[src/rtl/frame_bist_pkg.sv]
// rtl/frame_bist_pkg.sv - shared types and constants for the frame memory self-test
package frame_bist_pkg;

    typedef enum logic [2:0] {
        ST_IDLE,
        ST_WAIT_RDY,
        ST_WRITE,
        ST_READ,
        ST_DRAIN,
        ST_DONE
    } state_e;

    typedef enum logic [1:0] {
        MODE_CONST = 2'd0,
        MODE_ADDR  = 2'd1,
        MODE_NADDR = 2'd2,
        MODE_LFSR  = 2'd3
    } mode_e;

    // Right-shifting Galois form of x^32+x^22+x^2+x+1
    localparam logic [31:0] LFSR_TAPS = 32'h8020_0003;

    function automatic logic [31:0] lfsr_next(input logic [31:0] s);
        return {1'b0, s[31:1]} ^ (s[0] ? LFSR_TAPS : 32'h0);
    endfunction

endpackage

[src/rtl/bist_pattern_gen.sv]
// rtl/bist_pattern_gen.sv - test pattern source for one word index (write side or expected side)
// FRAME_BIST_LFSR_EN adds the LFSR pattern; without it mode 3 falls back to the constant.
module bist_pattern_gen
    import frame_bist_pkg::*;
#(
    parameter int                DATA_W     = 32,
    parameter int                IDX_W      = 19,
    parameter logic [DATA_W-1:0] PATT_CONST = 32'h00FF_FFFF,
    parameter logic [31:0]       LFSR_SEED  = 32'hACE1_2468
) (
    input  logic              clk,
    input  logic              reset,
    input  logic [1:0]        mode,
    input  logic [IDX_W-1:0]  idx,
    input  logic              step,
    input  logic              seed_load,
    output logic [DATA_W-1:0] pattern
);

    logic [DATA_W-1:0] lfsr_word;

`ifdef FRAME_BIST_LFSR_EN
    logic [31:0] lfsr_q;
    logic [31:0] lfsr_d;

    always_comb begin
        lfsr_d = lfsr_q;
        if (seed_load) begin
            lfsr_d = LFSR_SEED;
        end else if (step) begin
            lfsr_d = lfsr_next(lfsr_q);
        end
    end

    always_ff @(posedge clk or negedge reset) begin
        if (!reset) begin
            lfsr_q <= '0;
        end else begin
            lfsr_q <= lfsr_d;
        end
    end

    assign lfsr_word = lfsr_q[DATA_W-1:0];
`else
    logic unused_lfsr_in;
    assign unused_lfsr_in = ^{clk, reset, step, seed_load, LFSR_SEED};
    assign lfsr_word      = PATT_CONST;
`endif

    always_comb begin
        pattern = PATT_CONST;
        case (mode)
            MODE_CONST: pattern = PATT_CONST;
            MODE_ADDR:  pattern = DATA_W'(idx);
            MODE_NADDR: pattern = ~(DATA_W'(idx));
            MODE_LFSR:  pattern = lfsr_word;
            default:    pattern = PATT_CONST;
        endcase
    end

endmodule

[src/rtl/frame_mem_bist.sv]
// rtl/frame_mem_bist.sv - write/read-back self-test of a frame buffer over one Avalon-style port
// Optional FRAME_BIST_LFSR_EN enables the LFSR pattern (mode 3).
module frame_mem_bist
    import frame_bist_pkg::*;
#(
    parameter int                DATA_W     = 32,
    parameter int                ADDR_W     = 29,
    parameter int                CMP_W      = 24,
    parameter int                FRAME_PIX  = 307200,
    parameter logic [ADDR_W-1:0] BASE_ADDR  = '0,
    parameter logic [DATA_W-1:0] PATT_CONST = 32'h00FF_FFFF,
    parameter logic [31:0]       LFSR_SEED  = 32'hACE1_2468,
    parameter int                WDOG_CYC   = 1048576
) (
    input  logic              clk,
    input  logic              reset,
    input  logic              start,
    input  logic [1:0]        mode,
    input  logic              ram_rdy,
    input  logic              avl_ready,
    output logic              avl_write_req,
    output logic              avl_read_req,
    output logic [ADDR_W-1:0] avl_addr,
    output logic [DATA_W-1:0] avl_wdata,
    input  logic [DATA_W-1:0] avl_rdata,
    input  logic              avl_rdata_valid,
    output logic              busy,
    output logic              pass,
    output logic              fail,
    output logic [15:0]       err_cnt,
    output logic [ADDR_W-1:0] first_err_addr,
    output logic              timeout
);

    localparam int               IDX_W     = $clog2(FRAME_PIX + 1);
    localparam int               WD_W      = $clog2(WDOG_CYC + 1);
    localparam logic [IDX_W-1:0] LAST_IDX  = IDX_W'(FRAME_PIX - 1);
    localparam logic [IDX_W-1:0] FRAME_CNT = IDX_W'(FRAME_PIX);
    localparam logic [WD_W-1:0]  WD_LAST   = WD_W'(WDOG_CYC - 1);

    state_e              state_q, state_d;
    logic [1:0]          mode_q, mode_d;
    logic [IDX_W-1:0]    req_idx_q, req_idx_d;
    logic [IDX_W-1:0]    rd_cnt_q, rd_cnt_d;
    logic                wr_req_q, wr_req_d;
    logic                rd_req_q, rd_req_d;
    logic                busy_q, busy_d;
    logic                pass_q, pass_d;
    logic                fail_q, fail_d;
    logic [15:0]         err_cnt_q, err_cnt_d;
    logic [ADDR_W-1:0]   first_err_addr_q, first_err_addr_d;
    logic                timeout_q, timeout_d;
    logic [WD_W-1:0]     wdog_q, wdog_d;
    logic                armed_q, armed_d;
    logic                chk_mis_q, chk_mis_d;
    logic                chk_stray_q, chk_stray_d;
    logic [ADDR_W-1:0]   chk_addr_q, chk_addr_d;

    logic                wr_seed, rd_seed;
    logic [DATA_W-1:0]   wr_pat, exp_pat;
    logic                wr_acc, rd_acc, activity, active, rd_open, exp_step, stray;

    assign wr_acc   = wr_req_q & avl_ready;
    assign rd_acc   = rd_req_q & avl_ready;
    assign activity = wr_acc | rd_acc | avl_rdata_valid;
    assign active   = (state_q == ST_WRITE) || (state_q == ST_READ) || (state_q == ST_DRAIN);
    assign rd_open  = ((state_q == ST_READ) || (state_q == ST_DRAIN)) && (rd_cnt_q != FRAME_CNT);
    assign exp_step = avl_rdata_valid & rd_open;
    // Returns still in flight after a reset land in IDLE with armed_q clear and are dropped.
    assign stray    = avl_rdata_valid & ~rd_open & ((state_q != ST_IDLE) | armed_q);

    bist_pattern_gen #(
        .DATA_W(DATA_W), .IDX_W(IDX_W), .PATT_CONST(PATT_CONST), .LFSR_SEED(LFSR_SEED)
    ) u_wr_gen (
        .clk(clk), .reset(reset), .mode(mode_q), .idx(req_idx_q),
        .step(wr_acc), .seed_load(wr_seed), .pattern(wr_pat)
    );

    bist_pattern_gen #(
        .DATA_W(DATA_W), .IDX_W(IDX_W), .PATT_CONST(PATT_CONST), .LFSR_SEED(LFSR_SEED)
    ) u_exp_gen (
        .clk(clk), .reset(reset), .mode(mode_q), .idx(rd_cnt_q),
        .step(exp_step), .seed_load(rd_seed), .pattern(exp_pat)
    );

    always_comb begin
        state_d          = state_q;
        mode_d           = mode_q;
        req_idx_d        = req_idx_q;
        rd_cnt_d         = rd_cnt_q;
        wr_req_d         = wr_req_q;
        rd_req_d         = rd_req_q;
        busy_d           = busy_q;
        pass_d           = pass_q;
        fail_d           = fail_q;
        err_cnt_d        = err_cnt_q;
        first_err_addr_d = first_err_addr_q;
        timeout_d        = timeout_q;
        armed_d          = armed_q;
        wdog_d           = '0;
        wr_seed          = 1'b0;
        rd_seed          = 1'b0;
        chk_mis_d        = stray | (exp_step & (avl_rdata[CMP_W-1:0] != exp_pat[CMP_W-1:0]));
        chk_stray_d      = stray;
        chk_addr_d       = BASE_ADDR + ADDR_W'(rd_cnt_q);

        if (exp_step) begin
            rd_cnt_d = rd_cnt_q + 1'b1;
        end
        if (chk_mis_q) begin
            if (err_cnt_q != 16'hFFFF) begin
                err_cnt_d = err_cnt_q + 16'd1;
            end
            if (err_cnt_q == 16'd0) begin
                first_err_addr_d = chk_addr_q;
            end
        end
        if (chk_stray_q) begin
            pass_d = 1'b0;
            fail_d = 1'b1;
        end
        if (active && !activity) begin
            wdog_d = wdog_q + 1'b1;
        end

        case (state_q)
            ST_IDLE: begin
                if (start) begin
                    state_d          = ST_WAIT_RDY;
                    mode_d           = mode;
                    busy_d           = 1'b1;
                    pass_d           = 1'b0;
                    fail_d           = 1'b0;
                    timeout_d        = 1'b0;
                    err_cnt_d        = '0;
                    first_err_addr_d = '0;
                    rd_cnt_d         = '0;
                    req_idx_d        = '0;
                    armed_d          = 1'b1;
                    chk_mis_d        = 1'b0;
                    chk_stray_d      = 1'b0;
                end
            end
            ST_WAIT_RDY: begin
                if (ram_rdy) begin
                    state_d   = ST_WRITE;
                    wr_req_d  = 1'b1;
                    req_idx_d = '0;
                    wr_seed   = 1'b1;
                end
            end
            ST_WRITE, ST_READ, ST_DRAIN: begin
                if (!ram_rdy || (wdog_q == WD_LAST && !activity)) begin
                    state_d   = ST_IDLE;
                    wr_req_d  = 1'b0;
                    rd_req_d  = 1'b0;
                    busy_d    = 1'b0;
                    pass_d    = 1'b0;
                    fail_d    = 1'b1;
                    timeout_d = 1'b1;
                end else if (state_q == ST_WRITE) begin
                    if (wr_acc) begin
                        if (req_idx_q == LAST_IDX) begin
                            state_d   = ST_READ;
                            wr_req_d  = 1'b0;
                            rd_req_d  = 1'b1;
                            req_idx_d = '0;
                            rd_seed   = 1'b1;
                        end else begin
                            req_idx_d = req_idx_q + 1'b1;
                        end
                    end
                end else if (state_q == ST_READ) begin
                    if (rd_acc) begin
                        if (req_idx_q == LAST_IDX) begin
                            state_d  = ST_DRAIN;
                            rd_req_d = 1'b0;
                        end else begin
                            req_idx_d = req_idx_q + 1'b1;
                        end
                    end
                end else if (rd_cnt_q == FRAME_CNT) begin
                    state_d = ST_DONE;
                end
            end
            ST_DONE: begin
                // The last compare has landed in err_cnt_q by now; chk_mis_q catches a late stray.
                pass_d  = (err_cnt_q == 16'd0) && !chk_mis_q && !fail_q;
                fail_d  = !((err_cnt_q == 16'd0) && !chk_mis_q && !fail_q);
                busy_d  = 1'b0;
                state_d = ST_IDLE;
            end
            default: state_d = ST_IDLE;
        endcase
    end

    always_ff @(posedge clk or negedge reset) begin
        if (!reset) begin
            state_q          <= ST_IDLE;
            mode_q           <= '0;
            req_idx_q        <= '0;
            rd_cnt_q         <= '0;
            wr_req_q         <= 1'b0;
            rd_req_q         <= 1'b0;
            busy_q           <= 1'b0;
            pass_q           <= 1'b0;
            fail_q           <= 1'b0;
            err_cnt_q        <= '0;
            first_err_addr_q <= '0;
            timeout_q        <= 1'b0;
            wdog_q           <= '0;
            armed_q          <= 1'b0;
            chk_mis_q        <= 1'b0;
            chk_stray_q      <= 1'b0;
            chk_addr_q       <= '0;
        end else begin
            state_q          <= state_d;
            mode_q           <= mode_d;
            req_idx_q        <= req_idx_d;
            rd_cnt_q         <= rd_cnt_d;
            wr_req_q         <= wr_req_d;
            rd_req_q         <= rd_req_d;
            busy_q           <= busy_d;
            pass_q           <= pass_d;
            fail_q           <= fail_d;
            err_cnt_q        <= err_cnt_d;
            first_err_addr_q <= first_err_addr_d;
            timeout_q        <= timeout_d;
            wdog_q           <= wdog_d;
            armed_q          <= armed_d;
            chk_mis_q        <= chk_mis_d;
            chk_stray_q      <= chk_stray_d;
            chk_addr_q       <= chk_addr_d;
        end
    end

    logic unused_hi;
    assign unused_hi = ^{avl_rdata[DATA_W-1:CMP_W], exp_pat[DATA_W-1:CMP_W]};

    assign avl_write_req  = wr_req_q;
    assign avl_read_req   = rd_req_q;
    assign avl_addr       = (wr_req_q | rd_req_q) ? (BASE_ADDR + ADDR_W'(req_idx_q)) : '0;
    assign avl_wdata      = wr_req_q ? wr_pat : '0;
    assign busy           = busy_q;
    assign pass           = pass_q;
    assign fail           = fail_q;
    assign err_cnt        = err_cnt_q;
    assign first_err_addr = first_err_addr_q;
    assign timeout        = timeout_q;

endmodule

[config.mk]
export PLATFORM = sky130hd
export DESIGN_NAME = frame_mem_bist
export DESIGN_NICKNAME = d
export VERILOG_FILES = /design/src/rtl/frame_bist_pkg.sv /design/src/rtl/bist_pattern_gen.sv /design/src/rtl/frame_mem_bist.sv
export SDC_FILE = /design/constraint.sdc
export NUM_CORES = 1
export LEC_CHECK = 0
export CAP_MARGIN = 20
export CORE_UTILIZATION = 33
export CTS_BUF_LIST = sky130_fd_sc_hd__clkbuf_16
export CTS_CLUSTER_SIZE = 10
export DETAILED_ROUTE_END_ITERATION = 16
export GPL_TIMING_DRIVEN = 0
export PLACE_DENSITY = 0.63
export SLEW_MARGIN = 20
export SYNTH_ARGS = -nofsm -noshare
export SYNTH_HDL_FRONTEND = slang
export SYNTH_SLANG_ARGS = --single-unit
[constraint.sdc]
create_clock -name clk -period 3.8 [get_ports clk]
set_input_delay 0.76 -clock clk [delete_from_list [all_inputs] [get_ports clk]]
set_output_delay 0.76 -clock clk [all_outputs]
set_load 0.01 [all_outputs]
==> results by group, run 1 <==
Outcome
  – Status: complete, no violations

Yosys
  – Post-Syn Area: around 7600 um^2
  – #FFs+latches synth: 137
  – Post-synthesis sequential area ratio: around 45%
  – Main synth FF type: dfrtp_1
  – Cells after synthesis: approximately 830
  – Mapped Avg Cell Area: roughly 9.1 um^2
  – Warnings, synthesis: 0
  – EDFF count, synth: 0
  – Async set or reset register ratio after synthesis: 100%
  – Post-synthesis cell type count: 63

Clock network
  – H-tree depth: 4
  – Clock transition at path regs: around 0.06 ns
  – Clk_lat worst skew: 0.42 ns
  – CTS tree: done
  – Num CTS Buffers: 17
  – CTS root buffer: clkbuf_16
  – CTS Sinks: 137
  – Clock buffer depth: 2

Layout
  – Final nets: around 1000
  – Post-route cell area: roughly 10000 um^2
  – Layout area overhead: 31.6%
  – Ant diodes: 0
  – Reg area: about 3400 um^2
  – Multi-input gate area: roughly 3700 um^2
  – Core Util, Final: between 40% and 50%
  – Fill cell count: ~2200
  – Layout cell share with drive strength beyond 1: roughly 8.0%

Pwr
  – Switch share: approximately 36%
  – Peak supply drop: between 0.0005 and 0.0006 V
  – Psw: between 2 and 2.5 mW
  – Int Power: around 4 mW
  – Static Leak: about 4.3 nW
  – Clock share of power: approximately 28%
  – Gate power share: around 46%
  – P per Cell Area: around 640 nW/um^2
  – Seq pwr share: about a quarter

GRT
  – Total global routing track utilization: 17.3%
  – Vias in the first global route: 6271
  – First-pass GRT wire length: 32800 um
  – Grt ovf: 0
  – Initial antenna violation count: 0
  – Largest net degree at the start of global routing: 91

Placed design
  – PortBufs: around 130
  – Post-DP Area: 9380 um^2
  – Worst slack after detailed placement: -0.106 ns
  – Routability Congestion: roughly 0.83
  – HPWL Detailed: between 10000 and 15000 um

Routing
  – Via density per instance: just over 5
  – Initial drt markers: approximately 390
  – TritonRoute pass-1 iters: 5
  – Via Count: between 6000 and 7000
  – Total Wirelength: about 20000 um
  – DRC: 0
  – Antenna viol nets, final: 0
  – Wire length per cell: ~15 um

Timing
  – Setup violations, final: 0
  – Hold Vio Cnt, Final: 0
  – Setup WS post-layout: ~0.26 ns
  – Maximum clock rate: 282 MHz
  – Fin Hold WS: approximately 0.26 ns
  – Slew HR: about 62%
  – RSZ-0062 raised after global routing: no
  – Crit path time final: 3.54 ns
  – Worst-Margin Slew: around 0.57 ns
  – Fin crit share: slightly above 90%
  – Clock Skew: 0.0114 ns
  – Fin. max-slew vios: 0

Die
  – Die W: between 150 and 200 um
  – Die Y: between 150 and 200 um
  – Die ar.: 23700 um^2
  – CORE AREA: roughly 23000 um^2
  – Row count: 55
  – Num ports: 152
  – Starting Density: between 30 and 40%

Worst setup path
  – Critical Path RT: just over 3 ns
  – R2R setup slack: roughly 1.2 ns
  – Slowest stage delay, CP: roughly 0.47 ns
  – Slowest-stage cell, CP: clkdlybuf4s50_1
  – CP Max Fanout: 10
  – Startpoint types: flip-flop
  – CP Data Arrival Time: 2.78 ns
  – Worst setup path category: flip-flop to primary output
  – Critical Path Sink Type: primary output
  – Cell breakdown of the critical path: inv_1, ha_2, clkbuf_1, buf_1, nor2_1, buf_4, clkdlybuf4s50_1

Run
  – Max cap viols: 0

Worst hold path
  – Min-Delay Path Class: input port to async pin
placed cells by master (no fill, tap or decap), types with 11 or more instances in the layout:
cell type and instances:
buf_4 22, nand2b_1 13, xor2_1 41, clkbuf_1 29, a31oi_1 11, nor2_1 92
nand2_1 38, mux2i_1 21, o31ai_1 21, nand3_1 32, clkdlybuf4s50_1 132, clkbuf_16 17
nor3_1 11, a21oi_1 38, nor2b_1 24, xnor2_1 19, dfrtp_1 137, o21ai_0 44
and3_1 20, inv_1 42, and4_1 14, a211oi_1 18, o22ai_1 14, nand4_1 18
and2_1 26
layer usage:
| layer | global-route usage (%) | vias to the layer above | part of all wire (%) |
|---|---|---|---|
| met5 | 0 | - | 0 |
| met4 | 4.29 | 0 | 1.1 |
| met3 | 3.30 | 19 | 4.6 |
| met2 | 27.3 | 182 | 46 |
| met1 | 24.4 | 3172 | 49 |
| li1 | - | 3221 | - |
sequential cells by signal (all words and copies together), names as in the netlist:
name,count
pass,1
rd_cnt_q,19
err_cnt,16
armed_q,1
req_idx_q,19
fail,1
chk_stray_q,1
mode_q,2
avl_write_req,1
busy,1
chk_mis_q,1
chk_addr_q,19
wdog_q,21
timeout,1
first_err_addr,29
state_q,3
avl_read_req,1
final timing paths:
kind,start,end,depth (start not counted)
max,mode_q[1]$_DFFE_PN0P_,avl_wdata[20],7
min,reset,first_err_addr[10]$_DFF_PN0_,1
max reg2reg,req_idx_q[0]$_DFFE_PN0P_,req_idx_q[2]$_DFFE_PN0P_,8
min reg2reg,rd_cnt_q[4]$_DFF_PN0_,chk_addr_q[4]$_DFF_PN0_,0
max in group asynchronous,reset,timeout$_DFFE_PN0P_,2
min in group clk,rd_cnt_q[4]$_DFF_PN0_,chk_addr_q[4]$_DFF_PN0_,0
area by class of cell:
type                            instances  share of cell area [%]
Multi-Input combinational cell        598                    37.4
Clock inverter                         15                    2.21
Timing Repair Buffer                  134                    13.6
Inverter                               41                    1.53
Sequential cell                       137                    34.2
Clock buffer                           17                    4.24
Buffer                                 64                    3.37
Tap cell                              285                    3.55
synth_stat cells (3+ instances only):
cell | n | share of area (%)
dfrtp_1 | 137 | 45
nor2_1 | 92 | 4.5
o21ai_0 | 44 | 2.9
inv_1 | 41 | 2.0
xor2_1 | 41 | 4.7
a21oi_1 | 38 | 2.5
nand2_1 | 38 | 1.9
clkbuf_1 | 34 | 1.7
nand3_1 | 32 | 2.1
and2_1 | 26 | 2.1
nor2b_1 | 24 | 2.0
buf_4 | 22 | 2.2
mux2i_1 | 21 | 2.8
o31ai_1 | 21 | 2.1
and3_1 | 20 | 1.6
a211oi_1 | 19 | 1.9
xnor2_1 | 19 | 2.2
nand4_1 | 18 | 1.5
and4_1 | 14 | 1.6
o22ai_1 | 14 | 1.1
nand2b_1 | 13 | 1.1
a31oi_1 | 11 | 0.90
nor3_1 | 11 | 0.72
or3_1 | 10 | 0.82
buf_2 | 8 | 0.52
ha_1 | 8 | 1.3
nor4_1 | 8 | 0.66
buf_1 | 3 | 0.15
nor3b_1 | 3 | 0.30
or2_2 | 3 | 0.25
critical path: cells and delay by family (launching register included):
| family | cells | cell delay, ns |
|---|---|---|
| adders and majority gates | 1 | 0.27 |
| buffers and inverters | 5 | 1.55 |
| DFF | 1 | 0.38 |
| and+or+nand+nor | 1 | 0.17 |
metrics by stage:
step / instances / TNS, ns / power [mW]
2_1_floorplan: 843 / 0 / 3.44
3_3_place_gp: 1261 / -510.61 / 4.58
3_5_place_dp: 1262 / -0.627 / 4.61
4_1_cts: 1292 / 0 / 6.45
5_1_grt: 1291 / 0 / 6.82
6_report: 1291 / 0 / 6.41
power groups by stage:
stage	sequential, mW	clock (mW)	combinational (mW)
2_1_floorplan	1.67	0	1.77
3_3_place_gp	1.68	0	2.89
3_5_place_dp	1.69	0	2.92
4_1_cts	1.66	1.84	2.94
5_1_grt	1.68	1.90	3.24
6_report	1.66	1.80	2.95
kinds of logic (layout without fill, tap and decap cells):
family	Yosys count	in the layout	synth area share (%)
and+or+nand+nor	326	326	22.8
adders and majority gates	8	8	1.31
xor gates and xnor gates	60	60	6.89
DFF	137	137	44.9
muxes	23	23	3.05
other	1	10	0.0492
buffers and inverters	108	271	6.53
AOI/OAI and AO/OA	171	171	14.5
what timing repair did:
action / in CTS / in global routing
hold buffers: 0 / 0
setup buffers: 0 / 0
gates resized for setup: 2 / 8
endpoints found under the setup margin: 19 / 23
Note: power is estimated with default switching activity, not from simulation.
==> run 2, diff against run 1 <==
--- a/config.mk
+++ b/config.mk
@@ -8,6 +8,7 @@
 export CAP_MARGIN = 20
 export CORE_UTILIZATION = 33
 export CTS_BUF_LIST = sky130_fd_sc_hd__clkbuf_16
+export CTS_CLUSTER_DIAMETER = 60
 export CTS_CLUSTER_SIZE = 10
 export DETAILED_ROUTE_END_ITERATION = 16
 export GPL_TIMING_DRIVEN = 0
==> results of run 2 <==
No change in the layout: final DEF, timing and power equal those of run 1.
==> run 3, diff against run 2 <==
--- a/config.mk
+++ b/config.mk
@@ -11,9 +11,11 @@
 export CTS_CLUSTER_DIAMETER = 60
 export CTS_CLUSTER_SIZE = 10
 export DETAILED_ROUTE_END_ITERATION = 16
+export DONT_BUFFER_PORTS = 1
 export GPL_TIMING_DRIVEN = 0
-export PLACE_DENSITY = 0.63
+export PLACE_DENSITY = 0.55
 export SLEW_MARGIN = 20
 export SYNTH_ARGS = -nofsm -noshare
 export SYNTH_HDL_FRONTEND = slang
+export SYNTH_HIERARCHICAL = 1
 export SYNTH_SLANG_ARGS = --single-unit
==> results by group, run 3 <==
Layout
  – Reg area: 3430 um^2 (unchanged)
  – Layout cell share with drive strength beyond 1: 12.2% (+4.3 points)
  – Ant diodes: 0 (unchanged)
  – Fill cell count: 2478 (+14%)
  – Most common cell after layout, fill and taps aside: dfrtp_1
  – Max reg flops: 29 (unchanged)
  – Final nets: 953 (-8.5%)
  – Layout area overhead: 13.0%
  – Most frequent cells in the layout: dfrtp_1, nor2_1, nand2_1
  – Multi-input gate area: 4280 um^2 (+14%)

Worst setup path
  – Slowest-stage cell, CP: nor2_1
  – CP Max Fanout: 10 (unchanged)
  – CP Data Arrival Time: 2.28 ns (-0.50 ns)
  – Critical Path Sink Type: primary output
  – Slowest stage delay, CP: 0.56 ns (+0.09 ns)
  – Reg2reg path depth: 6 (-2)
  – Startpoint types: flip-flop
  – Worst setup path category: flip-flop to primary output
  – Critical Path RT: 3.04 ns (about the same)
  – Cell breakdown of the critical path: clkbuf_1, nor2_1, clkbuf_1, nor2_1

Placed design
  – PortBufs: 0 (-100%)
  – Worst slack after detailed placement: 0.849 ns (+0.955 ns)
  – HPWL Detailed: 15500 um (+9.0%)
  – Routability Congestion: 0.836 (+0.97%)

GRT
  – Grt ovf: 0 (unchanged)
  – Largest net degree at the start of global routing: 138 (+52%)
  – Global routing usage on met2: 26.0% (-1.3 points)
  – Total global routing track utilization: 17.4% (+0.056 points)
  – Met3 Resource Use GR: 4.34% (+1.0 points)
  – Vias in the first global route: 6151 (-1.9%)
  – First-pass GRT wire length: 34900 um (+6.3%)
  – Initial antenna violation count: 0 (unchanged)
  – Met1 Track Usage GR: 24.2% (-0.11 points)
  – Most Used Layer, Global Route: met2

Timing
  – Setup TNS: 0 ns (unchanged)
  – RSZ-0062 raised after global routing: no
  – Hold Vio Cnt, Final: 0 (unchanged)
  – Fin. max-slew vios: 0 (unchanged)
  – Crit path time final: 3.04 ns (-0.503 ns)
  – Fin crit share: 80.0% (-13 points)
  – Setup WS post-layout: 0.760 ns (+0.503 ns)
  – Clock Skew: 0.0129 ns (+0.00153 ns)
  – Slew HR: 33.5% (-28 points)
  – Worst-Margin Slew: 0.990 ns (+0.424 ns)
  – Maximum clock rate: 329 MHz (+17%)
  – Setup violations, final: 0 (unchanged)

Clock network
  – Clock buffer depth: 2 (unchanged)
  – CTS resizes: 0 (-2)
  – CTS tree: done
  – H-tree depth: 4 (unchanged)
  – CTS root buffer: clkbuf_16
  – Clk_lat worst skew: 0.43 ns (about the same)
  – Num CTS Buffers: 17 (unchanged)
  – # hold bufs at CTS: 0 (unchanged)
  – CTS Sinks: 137 (unchanged)
  – Clock transition at path regs: 0.06 ns (about the same)
  – Setup bufs post-CTS: 0 (unchanged)

Worst hold path
  – Min-Delay Path Class: input port to async pin

Yosys
  – Post-Syn Area: 8210 um^2 (+7.7%)
  – Warnings, synthesis: 6 (+6)
  – Cells after synthesis: 874 (+4.8%)
  – Mapped Avg Cell Area: 9.40 um^2 (+2.7%)

Routing
  – Wire length per cell: 17.4 um (+12%)
  – Total Wirelength: 21500 um (+7.7%)
  – Via density per instance: 5.33 (+4.3%)
  – Antenna viol nets, final: 0 (unchanged)
  – DRC: 0 (unchanged)
  – TritonRoute pass-1 iters: 7 (+2)
  – Via Count: 6601 (+0.11%)
  – Initial drt markers: 527 (+37%)

Die
  – Row count: 57 (+3.6%)
  – Starting Density: 33.7% (about the same)
  – Die W: 160 um (+3.7%)
  – Die Y: 160 um (+3.7%)
  – Die ar.: 25500 um^2 (+7.6%)
  – CORE AREA: 24400 um^2 (+7.7%)
  – Num ports: 152 (unchanged)

Outcome
  – Status: complete, no violations

Pwr
  – Peak supply drop: 0.000306 V (-45%)
  – Static Leak: 3.98 nW (-7.5%)
  – P per Cell Area: 677 nW/um^2 (+6.0%)
  – Design Power: 6.28 mW (-2.0%)

Run
  – Max cap viols: 0 (unchanged)
[run 3: cell count changes in the layout (fill, tap and decap cells not counted), sizes merged, moves of 11 or more]
cell	change
clkdlybuf4s50	-132
nor2b	-17
o31ai	-14
a211oi	-11
nand2b	+34
a2bb2oi	+38
a21oi	-13
nand4	+13
a221oi	+13
o21ai	-27
xor2	-11
[run 3: report_power, final]
group | switching (mW) | internal (mW) | leakage, nW
sequential | 0.178 | 1.56 | 1.88
clock | 0.665 | 1.10 | 0.305
combinational | 1.60 | 1.17 | 1.79
[run 3: metal layers]
layer  vias to the layer above  wire (um)  part of all wire, %
li1                       3157          -                    -
met5                         -          0                    0
met2                       180       9600                   45
met1                      3235      10200                   47
met4                         0        407                  1.9
met3                        29       1310                  6.1
[run 3: metrics by stage]
stage                     cells  hold slack, ns  area (um^2)  utilization, %
after floorplan             883           0.411         8250               -
after global placement     1207           0.446         8650            35.5
after detailed placement   1207           0.453         8650            35.5
after CTS                  1239          0.0227         9280            38.0
after global routing       1239          0.0261         9280            38.1
final                      1239          0.0426         9280            38.1
[run 3: layout make-up]
| class | count | area share [%] |
|---|---|---|
| buffer | 69 | 4.42 |
| clock buffer | 17 | 4.58 |
| multi-input combinational | 641 | 46.1 |
| clock inverter | 15 | 2.14 |
| inverter | 36 | 1.46 |
| sequential | 137 | 36.9 |
| tap | 324 | 4.37 |
[run 3: path summary, 6_finish.rpt]
| path | startpoint | end | slack (ns) |
|---|---|---|---|
| min reg2reg | armed_q$_DFFE_PN0P_ | armed_q$_DFFE_PN0P_ | 0.46 |
| max reg2reg | state_q[1]$_DFFE_PN0P_ | rd_cnt_q[4]$_DFF_PN0_ | 0.86 |
| max | avl_write_req$_DFFE_PN0P_ | avl_addr[17] | 0.76 |
| min | reset | rd_cnt_q[15]$_DFF_PN0_ | 0.04 |
| max in group asynchronous | reset | first_err_addr[20]$_DFF_PN0_ | 3.50 |
| min in group clk | mode[0] | mode_q[0]$_DFFE_PN0P_ | 0.45 |
[run 3: worst max-delay path: cells and delay by family (launching register included)]
| kind | cells | cell delay [ns] |
|---|---|---|
| AND/OR/NAND/NOR | 2 | 0.70 |
| buffers and inverters | 2 | 0.69 |
| flip-flops | 1 | 0.47 |
